`config.mk`:
```
export PLATFORM = sky130hd
export DESIGN_NAME = mem_port_arbiter
export DESIGN_NICKNAME = d
export VERILOG_FILES = /design/src/rtl/mem_port_arbiter_pkg.sv /design/src/rtl/mem_port_arbiter_lat_counter.sv /design/src/rtl/mem_port_arbiter.sv
export SDC_FILE = /design/constraint.sdc
export NUM_CORES = 1
export LEC_CHECK = 0
export CAP_MARGIN = 20
export CORE_ASPECT_RATIO = 0.75
export CORE_MARGIN = 2
export CORE_UTILIZATION = 41
export CTS_CLUSTER_DIAMETER = 80
export DETAILED_ROUTE_END_ITERATION = 12
export PLACE_DENSITY = 0.81
export SYNTH_ARGS = -nofsm -noshare
export SYNTH_HDL_FRONTEND = slang
export SYNTH_SLANG_ARGS = --single-unit
```
`constraint.sdc`:
```
create_clock -name clk -period 2.25 [get_ports clk]
set_input_delay 0.225 -clock clk [delete_from_list [all_inputs] [get_ports clk]]
set_output_delay 0.225 -clock clk [all_outputs]
set_load 0.01 [all_outputs]
```
`src/rtl/mem_port_arbiter_pkg.sv`:
```
// Shared types and default widths for the unified instruction/data memory port.
package mem_port_arbiter_pkg;

    localparam int unsigned ADDR_W = 20;
    localparam int unsigned DATA_W = 16;

    typedef enum logic {
        ST_IDLE   = 1'b0,
        ST_ACCESS = 1'b1
    } state_e;

    typedef enum logic {
        OWN_IF = 1'b0,
        OWN_DM = 1'b1
    } owner_e;

endpackage

```
`src/rtl/mem_port_arbiter_lat_counter.sv`:
```
// Loadable down-counter that times one fixed-latency memory access.
module mem_lat_counter #(
    parameter int unsigned W = 2
) (
    input  logic         clk,
    input  logic         rst,
    input  logic         load,
    input  logic [W-1:0] load_val,
    input  logic         dec,
    output logic         zero
);

    logic [W-1:0] cnt;

    always_ff @(posedge clk or negedge rst) begin
        if (!rst) begin
            cnt <= '0;
        end else if (load) begin
            cnt <= load_val;
        end else if (dec && (cnt != '0)) begin
            cnt <= cnt - W'(1);
        end
    end

    assign zero = (cnt == '0);

endmodule

```
`src/rtl/mem_port_arbiter.sv`:
```
// Arbitrates the single-port memory between fetch (IF) and data (DM) stages;
// DM has fixed priority and each access holds the port for MEM_LAT cycles.
module mem_port_arbiter
    import mem_port_arbiter_pkg::*;
#(
    parameter int unsigned ADDR_W  = mem_port_arbiter_pkg::ADDR_W,
    parameter int unsigned DATA_W  = mem_port_arbiter_pkg::DATA_W,
    parameter int unsigned MEM_LAT = 2
) (
    input  logic              clk,
    input  logic              rst,
    input  logic              if_req,
    input  logic [ADDR_W-1:0] if_addr,
    input  logic              if_flush,
    output logic [DATA_W-1:0] if_rdata,
    output logic              if_valid,
    output logic              if_stall,
    input  logic              dm_req,
    input  logic              dm_we,
    input  logic [ADDR_W-1:0] dm_addr,
    input  logic [DATA_W-1:0] dm_wdata,
    output logic [DATA_W-1:0] dm_rdata,
    output logic              dm_valid,
    output logic              dm_stall,
    output logic              mem_en,
    output logic              mem_we,
    output logic [ADDR_W-1:0] mem_addr,
    output logic [DATA_W-1:0] mem_wdata,
    input  logic [DATA_W-1:0] mem_rdata
);

    localparam int unsigned CNT_W = $clog2(MEM_LAT + 1);

    state_e            state, state_d;
    owner_e            owner, owner_d;
    logic              kill, kill_d;
    logic              cnt_load, cnt_dec, cnt_zero;
    logic              if_elig, dm_elig;
    logic [DATA_W-1:0] if_rdata_d, dm_rdata_d, mem_wdata_d;
    logic [ADDR_W-1:0] mem_addr_d;
    logic              if_valid_d, dm_valid_d, mem_en_d, mem_we_d;

    // A requester whose valid is pulsing now is finished, so its held req is stale.
    assign if_elig  = if_req & ~if_flush & ~if_valid;
    assign dm_elig  = dm_req & ~dm_valid;
    assign if_stall = if_req & ~if_valid & ~if_flush;
    assign dm_stall = dm_req & ~dm_valid;

    mem_lat_counter #(
        .W (CNT_W)
    ) u_lat_cnt (
        .clk      (clk),
        .rst      (rst),
        .load     (cnt_load),
        .load_val (CNT_W'(MEM_LAT - 1)),
        .dec      (cnt_dec),
        .zero     (cnt_zero)
    );

    // Next-state and next-output logic; mem_addr/mem_we/mem_wdata double as the latched request.
    always_comb begin
        state_d     = state;
        owner_d     = owner;
        kill_d      = kill;
        cnt_load    = 1'b0;
        cnt_dec     = 1'b0;
        if_rdata_d  = if_rdata;
        dm_rdata_d  = dm_rdata;
        if_valid_d  = 1'b0;
        dm_valid_d  = 1'b0;
        mem_en_d    = mem_en;
        mem_we_d    = mem_we;
        mem_addr_d  = mem_addr;
        mem_wdata_d = mem_wdata;

        case (state)
            ST_IDLE: begin
                if (dm_elig) begin
                    owner_d     = OWN_DM;
                    mem_addr_d  = dm_addr;
                    mem_we_d    = dm_we;
                    mem_wdata_d = dm_wdata;
                    mem_en_d    = 1'b1;
                    cnt_load    = 1'b1;
                    state_d     = ST_ACCESS;
                end else if (if_elig) begin
                    owner_d     = OWN_IF;
                    mem_addr_d  = if_addr;
                    mem_we_d    = 1'b0;
                    mem_wdata_d = '0;
                    mem_en_d    = 1'b1;
                    cnt_load    = 1'b1;
                    state_d     = ST_ACCESS;
                end
            end
            ST_ACCESS: begin
                if ((owner == OWN_IF) && if_flush) begin
                    kill_d = 1'b1;
                end
                if (!cnt_zero) begin
                    cnt_dec = 1'b1;
                end else begin
                    state_d  = ST_IDLE;
                    kill_d   = 1'b0;
                    mem_en_d = 1'b0;
                    mem_we_d = 1'b0;
                    if (owner == OWN_DM) begin
                        dm_valid_d = 1'b1;
                        if (!mem_we) begin
                            dm_rdata_d = mem_rdata;
                        end
                    end else if (!kill && !if_flush) begin
                        if_valid_d = 1'b1;
                        if_rdata_d = mem_rdata;
                    end
                end
            end
            default: state_d = ST_IDLE;
        endcase
    end

    always_ff @(posedge clk or negedge rst) begin
        if (!rst) begin
            state     <= ST_IDLE;
            owner     <= OWN_IF;
            kill      <= 1'b0;
            if_rdata  <= '0;
            dm_rdata  <= '0;
            if_valid  <= 1'b0;
            dm_valid  <= 1'b0;
            mem_en    <= 1'b0;
            mem_we    <= 1'b0;
            mem_addr  <= '0;
            mem_wdata <= '0;
        end else begin
            state     <= state_d;
            owner     <= owner_d;
            kill      <= kill_d;
            if_rdata  <= if_rdata_d;
            dm_rdata  <= dm_rdata_d;
            if_valid  <= if_valid_d;
            dm_valid  <= dm_valid_d;
            mem_en    <= mem_en_d;
            mem_we    <= mem_we_d;
            mem_addr  <= mem_addr_d;
            mem_wdata <= mem_wdata_d;
        end
    end

endmodule

```
Word-level counts from Yosys, hierarchy flattened. Index checks and enable logic that the tools add are counted.

Output and inout port bits: 74. Flip-flop bits (word level): 77. Input port bits: 78.

Reductions and logical operators: 15. Equality and inequality tests: 2. Multiplexer cells: 29. Bitwise gates (word level): 11. Add/subtract/negate cells: 1.

Operator list (number): $mux W20 (2); $mux W16 (2); $mux W1 (20); $reduce_and A4 Y1 (2); $reduce_bool A2 Y1 (4); $not A1 Y1 (6); $pmux W1 S2 (3); $reduce_and A2 Y1 (3); $and A1 B1 Y1 (5); $mux W2 (2); $logic_and A1 B1 Y1 (3); $ne A3 B3 Y1 const B (1); $logic_not A1 Y1 (2); $logic_not A2 Y1 (1); $ne A2 B1 Y1 const B (1); $sub A2 B1 Y2 const B (1).

Longest topological paths before layout. Gate-level depths: netlist (run 1).

Word-level depth: 7. Depth in mapped cells: 7. Gate-level depth less buffers: 5.

By module. From an unflattened synthesis (run 1), not the netlist that was laid out.

Cells, all modules: 214. Area total of the unflattened synthesis: 3293.2 µm².

By module, submodules not included: mem_port_arbiter (times used 1, cells an instance 201, area each 3160.5 µm²); mem_lat_counter (times used 1, cells an instance 13, area each 132.6 µm²).

Worst setup path after synthesis (run 1). OpenSTA, ideal clock, no wires.

Path kind: reg2reg. Start point: register u_lat_cnt.cnt[0]. End point: register dm_rdata[10]. Arrival: 1.530 ns. Cell stages (with the launch flop): 8. Slack: 0.595 ns. Clock period less this slack: 1.655 ns. Required time: 2.125 ns. Cell sequence: dfrtp_1 inv_1 ha_1 and3_1 nand2b_1 buf_2 buf_2 mux2_2.

Cells in the longest elaborated chain, start to end: 2.

RTL lines: from (decl) (line mem_port_arbiter_lat_counter.sv:13) `logic [W-1:0] cnt;`; from (signal assigned) (line mem_port_arbiter_lat_counter.sv:19) `cnt <= load_val;`; from (signal assigned) (line mem_port_arbiter_lat_counter.sv:21) `cnt <= cnt - W'(1);`; $logic_not A2 Y1 (line mem_port_arbiter_lat_counter.sv:25) `assign zero = (cnt == '0);`; $reduce_and A4 Y1 (no line); to (signal assigned) (line mem_port_arbiter.sv:140) `dm_rdata <= dm_rdata_d;`; to (decl) (line mem_port_arbiter.sv:22) `output logic [DATA_W-1:0] dm_rdata,`.

Every way passes these cells. A chain may end at the register's enable or synchronous reset.

Worst setup path after layout (run 1).
Start point: register if_valid. End point: output if_stall.

Cells in the longest elaborated chain, start to end: 3.

RTL lines: from (decl) (line mem_port_arbiter.sv:16) `output logic if_valid,`; from (signal assigned) (line mem_port_arbiter.sv:141) `if_valid <= if_valid_d;`; $not A1 Y1 (line mem_port_arbiter.sv:46) `assign if_stall = if_req & ~if_valid & ~if_flush;`; $and A1 B1 Y1 (2 in a row) (line mem_port_arbiter.sv:46); to (decl) (line mem_port_arbiter.sv:17) `output logic if_stall,`.

Every way passes these cells.

==> flow_metrics.tcl, run 1 <==
set metrics [dict create \
    irDropWorstVdd_mv 0.679 \
    crit_family "buffers and inverters" \
    synthFlopType "dfrtp_1" \
    antenna_found_initial 0 \
    core_um2 7430 \
    post_cts_buffers 0 \
    portBuffers 151 \
    post-route-period-util_pct 88.2 \
    grt_use_total_pct 17.9 \
    clk_latency_ps 350 \
    yosys-top-cells-count "dfrtp_1 (77), mux2_2 (71), a22o_2 (9)" \
    grt_pass1_vias 2282 \
    cpMaxStageDelayCell "clkdlybuf4s50_1" \
    min_path_type "input pin to async pin" \
    drcViolationCount 0 \
    vias 2286 \
    syn_nets 289 \
    cts_buffers 9 \
    fp.dieH_um 80.3 \
    leakage_uw 0.00213 \
    synth-seq-cells 77 \
    tns_ps 0 \
    endpoint_kind "primary output" \
    preCtsSetupSlack_ps 155 \
    max_freq_mhz 504 \
    diodes 0 \
    postSynthCellCount 210 \
    setup_violations 0 \
    yosysTopAreaCell "dfrtp_1" \
    gpl.final_weighted_congestion 0.712 \
    drv_cap 0 \
    grt_first_pass_wirelength_um 11700 \
    crit_arrival_ps 1760 \
    synthMostInstantiatedCell "dfrtp_1" \
    grt_overflow 0 \
    initialDrtViolationCount 76 \
    postRouteAntennaNets 0 \
    dr.pass1.iters 4 \
    min_period_ps 1980 \
    cts_hold_buf 0 \
    synth_top_area_share_pct 60.6 \
    rrSetupSlack_ps 600 \
    slew_viol_final 0 \
    synth_area_per_cell_um2 15.2 \
    grt_max_degree 78 \
    path_class "register to primary output" \
    clock_path_buffers 2 \
    yosysSeqAreaShare_pct 60.6 \
    yosysWarnings 0 \
    synth_edf_count 0 \
    status "complete, no violations" \
    finClkSkew_ps 6.99 \
    synth-async-reset-ratio_pct 100 \
    cts_resized 0 \
    finalPower_uw 6590 \
    fin_util_pct 67.2 \
    tightest_slew_ps 958 \
    cp_slowest_stage_delay_ps 540 \
    synthTopCellsByArea "dfrtp_1 (61%), mux2_2 (25%), a22o_2 (2.8%)" \
    synth_cell_types 26 \
    cts_root_buffer "clkbuf_8" \
    cp.depth 3 \
    ioPinCount 152 \
    viasPerCell 4.85 \
    finalWorstSetupSlack_ps 265 \
    drive_gt1_share_pct 28.1 \
    clk_pin_slew_ps 80 \
    htree_levels 3 \
    num_rows 27 \
    dieWidth_um 106 \
    slew_headroom_pct 36.1 \
    cp_data_required_time_ps 2030 \
    startpoint_type "register" \
    worstPathMaxFanout 5 \
    dp_hpwl_um 5200 \
    path_buf_inv 2 \
    worstPathCellList "or3b_4 -> inv_1 -> clkdlybuf4s50_1" \
    netlist_area_um2 3180 \
    final_hold_viol_count 0 \
    wirelength_um 7380 \
    powerDensity_nw_per_um2 1320 \
    cts_tree "done" \
    syn2layout_area_growth_pct 56.9 \
    dieArea_um2 8490 \
    rsz0062_at_grt "false" \
    initial_core_util_pct 42.8 \
    final_nets 445 \
    ff2ff_path_depth 4 \
    wl_per_cell_um 15.7 \
    clkSinkCount 77 \
]
stage by stage:
step                instances  area, µm²  hold slack (ps)
floorplan                 210       3180            -70.6
global placement          455       4770              435
detailed placement        455       4770              437
CTS                       470       4990             48.3
global route              471       4990             94.2
finish                    471       4990             21.8
flip-flops by register name (all words and copies together) (netlist names):
name,count
state,1
kill,1
mem_wdata,16
owner,1
if_valid,1
mem_we,1
dm_rdata,16
mem_addr,20
if_rdata,16
u_lat_cnt.cnt,2
dm_valid,1
mem_en,1
worst register-to-register path, stage by stage (launching register included):
cell and delay [ps]:
dfrtp_1 380, or3b_4 420, a21oi_4 200, buf_12 190, mux2_2 350
kinds of logic (layout without fill, tap and decap cells):
group | Yosys count | in the layout | share of synthesized area [%]
mux | 72 | 72 | 25.5
xor+xnor | 1 | 1 | 0.275
compound gates | 25 | 25 | 6.76
flops | 77 | 77 | 60.6
simple gates | 16 | 16 | 2.71
fa+ha+maj | 1 | 1 | 0.393
buf+inv | 18 | 178 | 3.81
cells in the final DEF, fill, tap and decap left out:
cell,count
ha_1,1
and4_1,1
buf_12,1
a22oi_1,1
nor2_1,2
buf_4,7
and3_1,1
nand2_1,6
dfrtp_1,77
a21o_1,1
clkinvlp_4,1
inv_1,5
a21oi_4,1
o22ai_1,1
xnor2_1,1
bufinv_16,2
a21oi_1,2
o21ai_0,2
a22o_2,9
mux2_1,1
nand2b_1,4
clkbuf_8,10
clkbuf_1,1
clkdlybuf4s50_1,150
a31oi_1,1
clkinv_2,1
mux2_2,71
or3b_4,1
nand3_1,1
a22o_1,7
worst paths after layout:
check / from / endpoint
hold / removal: rst / mem_addr[14]
setup reg to reg: if_valid / mem_addr[5]
hold reg to reg: mem_en / mem_en
min in group clk: dm_wdata[1] / mem_wdata[1]
setup / recovery: if_valid / if_stall
max in group asynchronous: rst / dm_rdata[7]
metal layers:
| layer | global-route usage (%) | share of wire (%) |
|---|---|---|
| met1 | 22.4 | 44 |
| met2 | 28.3 | 45 |
| met3 | 7.79 | 9.7 |
| met4 | 5.13 | 1.1 |
| met5 | 0 | 0 |
final cells by class:
cell class / count / area [µm²]
fill: 578 / 2440
sequential: 77 / 1930
timing repair buffer: 158 / 1570
multi-input combinational: 115 / 1130
clock buffer: 11 / 141
tap: 101 / 126
clock inverter: 4 / 72.6
inverter: 5 / 18.8
where the power goes:
group          switching [µW]  total, µW  internal [µW]
logic                    1110       3020           1920
clock network             500       1150            648
registers                 362       2410           2050
Note: power is estimated with default switching activity, not from simulation.
==> run 2, diff against run 1 <==
ABC_AREA = 1   (was default)
PLACE_DENSITY = 0.8   (was 0.81)
==> run 2 against run 1 <==
Clock-buffer cell count is 2 lower; global-route usage grew 1.1 points; worst setup slack improved by 190 ps; worst hold slack improved by 280 ps; register-to-register slack got worse by 30 ps; critical path type unchanged.
==> flow_metrics.tcl, run 2 <==
set metrics [dict create \
    endpoint_kind "primary output" \
    yosysWarnings 0 \
    syn_nets 465 \
    synthMostInstantiatedCell "nand2_1" \
    fp.dieH_um 81.5 \
    slew_headroom_pct 53.9 \
    regMostFlops "mem_addr" \
    cp_slowest_stage_delay_ps 600 \
    postSynthCellCount 386 \
    grt_pass1_vias 2841 \
    cts_root_buffer "clkbuf_8" \
    viasPerCell 4.50 \
    gpl.final_weighted_congestion 0.733 \
    drcViolationCount 0 \
    synth_edf_count 0 \
    initial_core_util_pct 42.0 \
    grt_overflow 0 \
    drive_gt1_share_pct 7.73 \
    path_buf_inv 1 \
    grt_first_pass_wirelength_um 12900 \
    dp_hpwl_um 6130 \
    grt_use_total_pct 19.0 \
    grt_busiest_layer "met2" \
    diodes 0 \
    irDropWorstVdd_mv 0.652 \
    cts_tree "done" \
    vias 2917 \
    synth_top_area_share_pct 58.7 \
    tightest_slew_ps 689 \
    powerDensity_nw_per_um2 1260 \
    final_hold_viol_count 0 \
    clock_path_buffers 2 \
    slew_viol_final 0 \
    setup_violations 0 \
    instances_no_fill 648 \
    yosysTopAreaCell "dfrtp_1" \
    final_common_cell "nand2_1" \
    path_class "register to primary output" \
    wl_per_cell_um 12.8 \
    crit_arrival_ps 1570 \
    synth_area_per_cell_um2 8.51 \
    tns_ps 0 \
    netlist_area_um2 3280 \
    synth-seq-cells 77 \
    dr.pass1.iters 4 \
    post_cts_buffers 0 \
    grtUsageMet3_pct 7.78 \
    clkSinkCount 77 \
    ff2ff_path_depth 7 \
    htree_levels 3 \
    largest_reg_flops 20 \
    synthFlopType "dfrtp_1" \
    yosysSeqAreaShare_pct 58.7 \
    min_period_ps 1790 \
    core_um2 7810 \
    post-route-period-util_pct 79.7 \
    final_nets 617 \
    leakage_uw 0.00254 \
    grt_use_met1_pct 23.1 \
    place_inst 631 \
    syn2layout_area_growth_pct 53.8 \
    cpMaxStageDelayCell "clkdlybuf4s50_1" \
    postRouteAntennaNets 0 \
    cts_buffers 9 \
    max_freq_mhz 557 \
    grtUsageMet2_pct 31.8 \
    cp_data_required_time_ps 2030 \
    rsz0062_at_grt "false" \
    cp.depth 2 \
    ioPinCount 152 \
    initialDrtViolationCount 111 \
    antenna_found_initial 0 \
    startpoint_type "register" \
    clk_latency_ps 350 \
    portBuffers 151 \
    grt_max_degree 34 \
    dieWidth_um 107 \
    drv_cap 0 \
    num_rows 28 \
    crit_family "buffers and inverters" \
    finClkSkew_ps 10.6 \
    synth-async-reset-ratio_pct 100 \
    worstPathMaxFanout 7 \
    wirelength_um 8270 \
    min_path_type "input pin to async pin" \
    dieArea_um2 8750 \
    mostFrequentLayoutCells "nand2_1 (213), clkdlybuf4s50_1 (150), dfrtp_1 (77)" \
    yosys-top-cells-count "nand2_1 (213), dfrtp_1 (77), inv_1 (28)" \
    clk_pin_slew_ps 80 \
    worstPathCellList "nor2_4 -> clkdlybuf4s50_1" \
    synthTopCellsByArea "dfrtp_1 (59%), nand2_1 (24%), inv_1 (3.2%)" \
    status "complete, no violations" \
    synth_cell_types 20 \
]
run 2: cell count changes after synthesis, sizes merged, moves of 4 or more:
| cell | delta |
|---|---|
| nand2 | +209 |
| mux2 | -72 |
| inv | +26 |
| buf | +4 |
| nand2b | -4 |
| a22o | -16 |
| o21ai | +31 |
run 2: cells by family after synthesis:
group,Yosys count,synth area share [%]
AND/OR/NAND/NOR,226,27.2
buffers and inverters,48,7.39
AO/OA/AOI/OAI,34,6.33
adder cells (fa/ha/maj),1,0.381
flip-flops,77,58.7
run 2: report_power, final:
group | switching, µW | internal, µW | total [µW]
combinational | 1400 | 1550 | 2950
clock | 527 | 515 | 1040
sequential | 365 | 2030 | 2400
total | 2290 | 4090 | 6390
run 2: per-layer routing:
metal  share of wire, %  wire [µm]  up-vias
met5                  0          0        -
met1                 43       3570     1333
li1                   -          -     1469
met2                 47       3860      106
met4               0.71         59        0
met3                9.4        776        9
run 2: worst paths after layout:
path | from | end | slack, ps
worst min register to register | mem_addr[14] | mem_addr[14] | 480
worst min-delay path | rst | dm_rdata[7] | 300
worst max register to register | u_lat_cnt.cnt[0] | dm_rdata[12] | 570
worst max-delay path | dm_valid | dm_stall | 460
max in group asynchronous | rst | dm_rdata[0] | 1290
min in group clk | dm_wdata[12] | mem_wdata[12] | 410
run 2: stage by stage:
| stage | hold slack, ps | total power, µW | setup slack (ps) | util (%) | instance area [µm²] |
|---|---|---|---|---|---|
| after global placement | 135 | 5280 | 516 | 62.0 | 4840 |
| final | 299 | 6390 | 456 | 64.7 | 5050 |
| after CTS | 307 | 6450 | 428 | 64.7 | 5050 |
| after floorplan | -70.6 | 3770 | 986 | - | 3280 |
| after global routing | 312 | 6830 | 361 | 64.7 | 5050 |
| after detailed placement | 132 | 5390 | 471 | 62.0 | 4840 |
run 2: cell type report:
| type | instances | area [µm²] |
|---|---|---|
| inverter | 31 | 116 |
| fill | 661 | 2760 |
| multi-input combinational | 261 | 1110 |
| tap | 105 | 131 |
| clock inverter | 7 | 75.1 |
| clock buffer | 9 | 124 |
| timing repair buffer | 158 | 1560 |
| sequential | 77 | 1930 |
run 2: repair_timing:
item / 4_1_cts / 5_1_grt
gates resized for setup: 0 / 0
hold buffers: 1 / 0
endpoints found under the hold margin: 21 / 0
==> run 3, diff against run 2 <==
clock period = 1.73 ns   (was 2.25 ns; I/O delays follow)
==> run 3 against run 2 <==
Final cell count rose by 0.31%; die area did not move; first-iteration DRC count rose by 13%; register-to-register slack got worse by 340 ps; worst hold slack improved by 53 ps.
==> flow_metrics.tcl, run 3 (same netlist as run 2, synthesis figures left out) <==
set metrics [dict create \
    clkSinkCount 77 \
    slew_viol_final 0 \
    initial_core_util_pct 42.0 \
    postPlaceCellArea_um2 4890 \
    syn2layout_area_growth_pct 56.3 \
    worstPathMaxFanout 32 \
    grt_first_pass_wirelength_um 13100 \
    drcViolationCount 0 \
    viasPerCell 4.53 \
    cts_buffers 9 \
    cp_data_required_time_ps 2000 \
    grt_pass1_vias 2824 \
    startpoint_type "register" \
    ioPinCount 152 \
    clk_latency_ps 340 \
    gpl.final_weighted_congestion 0.756 \
    mostFrequentLayoutCells "nand2_1 (213), clkdlybuf4s50_1 (148), dfrtp_1 (77)" \
    clock_path_buffers 2 \
    diodes 0 \
    finClkSkew_ps 11.6 \
    drv_cap 0 \
    rsz0062_at_grt "false" \
    grt_overflow 0 \
    seqCellArea_um2 1930 \
    vias 2946 \
    final_common_cell "nand2_1" \
    endpoint_kind "register" \
    tightest_slew_ps 499 \
    final_nets 619 \
    cts_tree "done" \
    post-route-period-util_pct 86.6 \
    fp.dieH_um 81.5 \
    postRouteAntennaNets 0 \
    grt_max_degree 39 \
    initialDrtViolationCount 125 \
    regMostFlops "mem_addr" \
    powerDensity_nw_per_um2 1660 \
    final_hold_viol_count 0 \
    setup_violations 0 \
    irDropWorstVdd_mv 0.864 \
    tns_ps 0 \
    status "complete, no violations" \
    max_freq_mhz 667 \
    portBuffers 151 \
    cts_root_buffer "clkbuf_8" \
    num_rows 28 \
    htree_levels 3 \
    wirelength_um 8210 \
    leakage_uw 0.00258 \
    multi_input_area_um2 1110 \
    min_period_ps 1500 \
    dieWidth_um 107 \
    path_class "register to register" \
    clk_pin_slew_ps 80 \
    stdcell_area_um2 5130 \
    antenna_found_initial 0 \
    slew_headroom_pct 66.7 \
    grt_use_total_pct 19.1 \
    num-fill-cells 633 \
    dieArea_um2 8750 \
    min_path_type "input pin to async pin" \
    largest_reg_flops 20 \
    dr.pass1.iters 4 \
    ff2ff_path_depth 8 \
    crit_arrival_ps 1770 \
    wl_per_cell_um 12.6 \
    core_um2 7810 \
    drive_gt1_share_pct 8.07 \
    post_cts_buffers 0 \
    dp_hpwl_um 6030 \
]
[run 3: cell types whose count changed in the layout (fill, tap and decap cells not counted), sizes merged]
cell	previous run	this run
clkbuf	9	10
clkinv	2	0
bufinv	1	2
buf	7	9
clkinvlp	3	2
inv	32	33
dlygate4sd2	0	2
clkdlybuf4s50	150	148
[run 3: critical path: stages, from the launching register on]
cell and delay (ps):
dfrtp_1 350, inv_1 60, ha_1 220, nand2_2 110, nor2_2 50, nand2_2 60
buf_4 340, nand2_1 140, o21ai_2 90
[run 3: routing by layer]
metal,track usage [%],wire [µm],vias to the layer above
met3,5.87,577,2
met5,0,0,-
met4,4.23,16,0
met1,24.5,3580,1369
li1,-,-,1482
met2,32.4,4040,93
[run 3: layout make-up]
type                       instances  area share, %
multi-input combinational        261           21.7
clock inverter                     6           1.80
inverter                          31           2.27
clock buffer                      10           2.68
sequential                        77           37.5
timing repair buffer             160           31.4
tap                              105           2.56
[run 3: final timing paths]
check                           slack, ps             to        startpoint
worst min-delay path                  350    if_rdata[6]               rst
max in group asynchronous             800    mem_addr[2]               rst
min in group clk                      360  mem_wdata[14]      dm_wdata[14]
worst max register to register        230    dm_rdata[7]  u_lat_cnt.cnt[0]
worst max-delay path                  230    dm_rdata[7]  u_lat_cnt.cnt[0]
worst min register to register        480   mem_wdata[9]      mem_wdata[9]
[run 3: report_power, final]
part | internal [µW] | switching [µW]
clock network | 862 | 683
logic | 2060 | 1820
registers | 2640 | 464
total | 5560 | 2970
[run 3: repair_timing]
action / 4_1_cts / 5_1_grt
hold buffers: 1 / 0
hold endpoints to repair: 36 / 0
endpoints found under the setup margin: 2 / 0
gates resized for setup: 2 / 0
[run 3: per-stage QoR]
step                      hold slack [ps]  setup slack, ps  util [%]  std cells  total power, µW
after floorplan                      -123              466         -        386             4900
after global placement                166             97.0      62.7        633             6930
after detailed placement              173             81.7      62.7        633             7060
after CTS                             344              206      65.7        650             8640
after global routing                  345             99.9      65.7        650             9150
final                                 352              231      65.7        650             8530
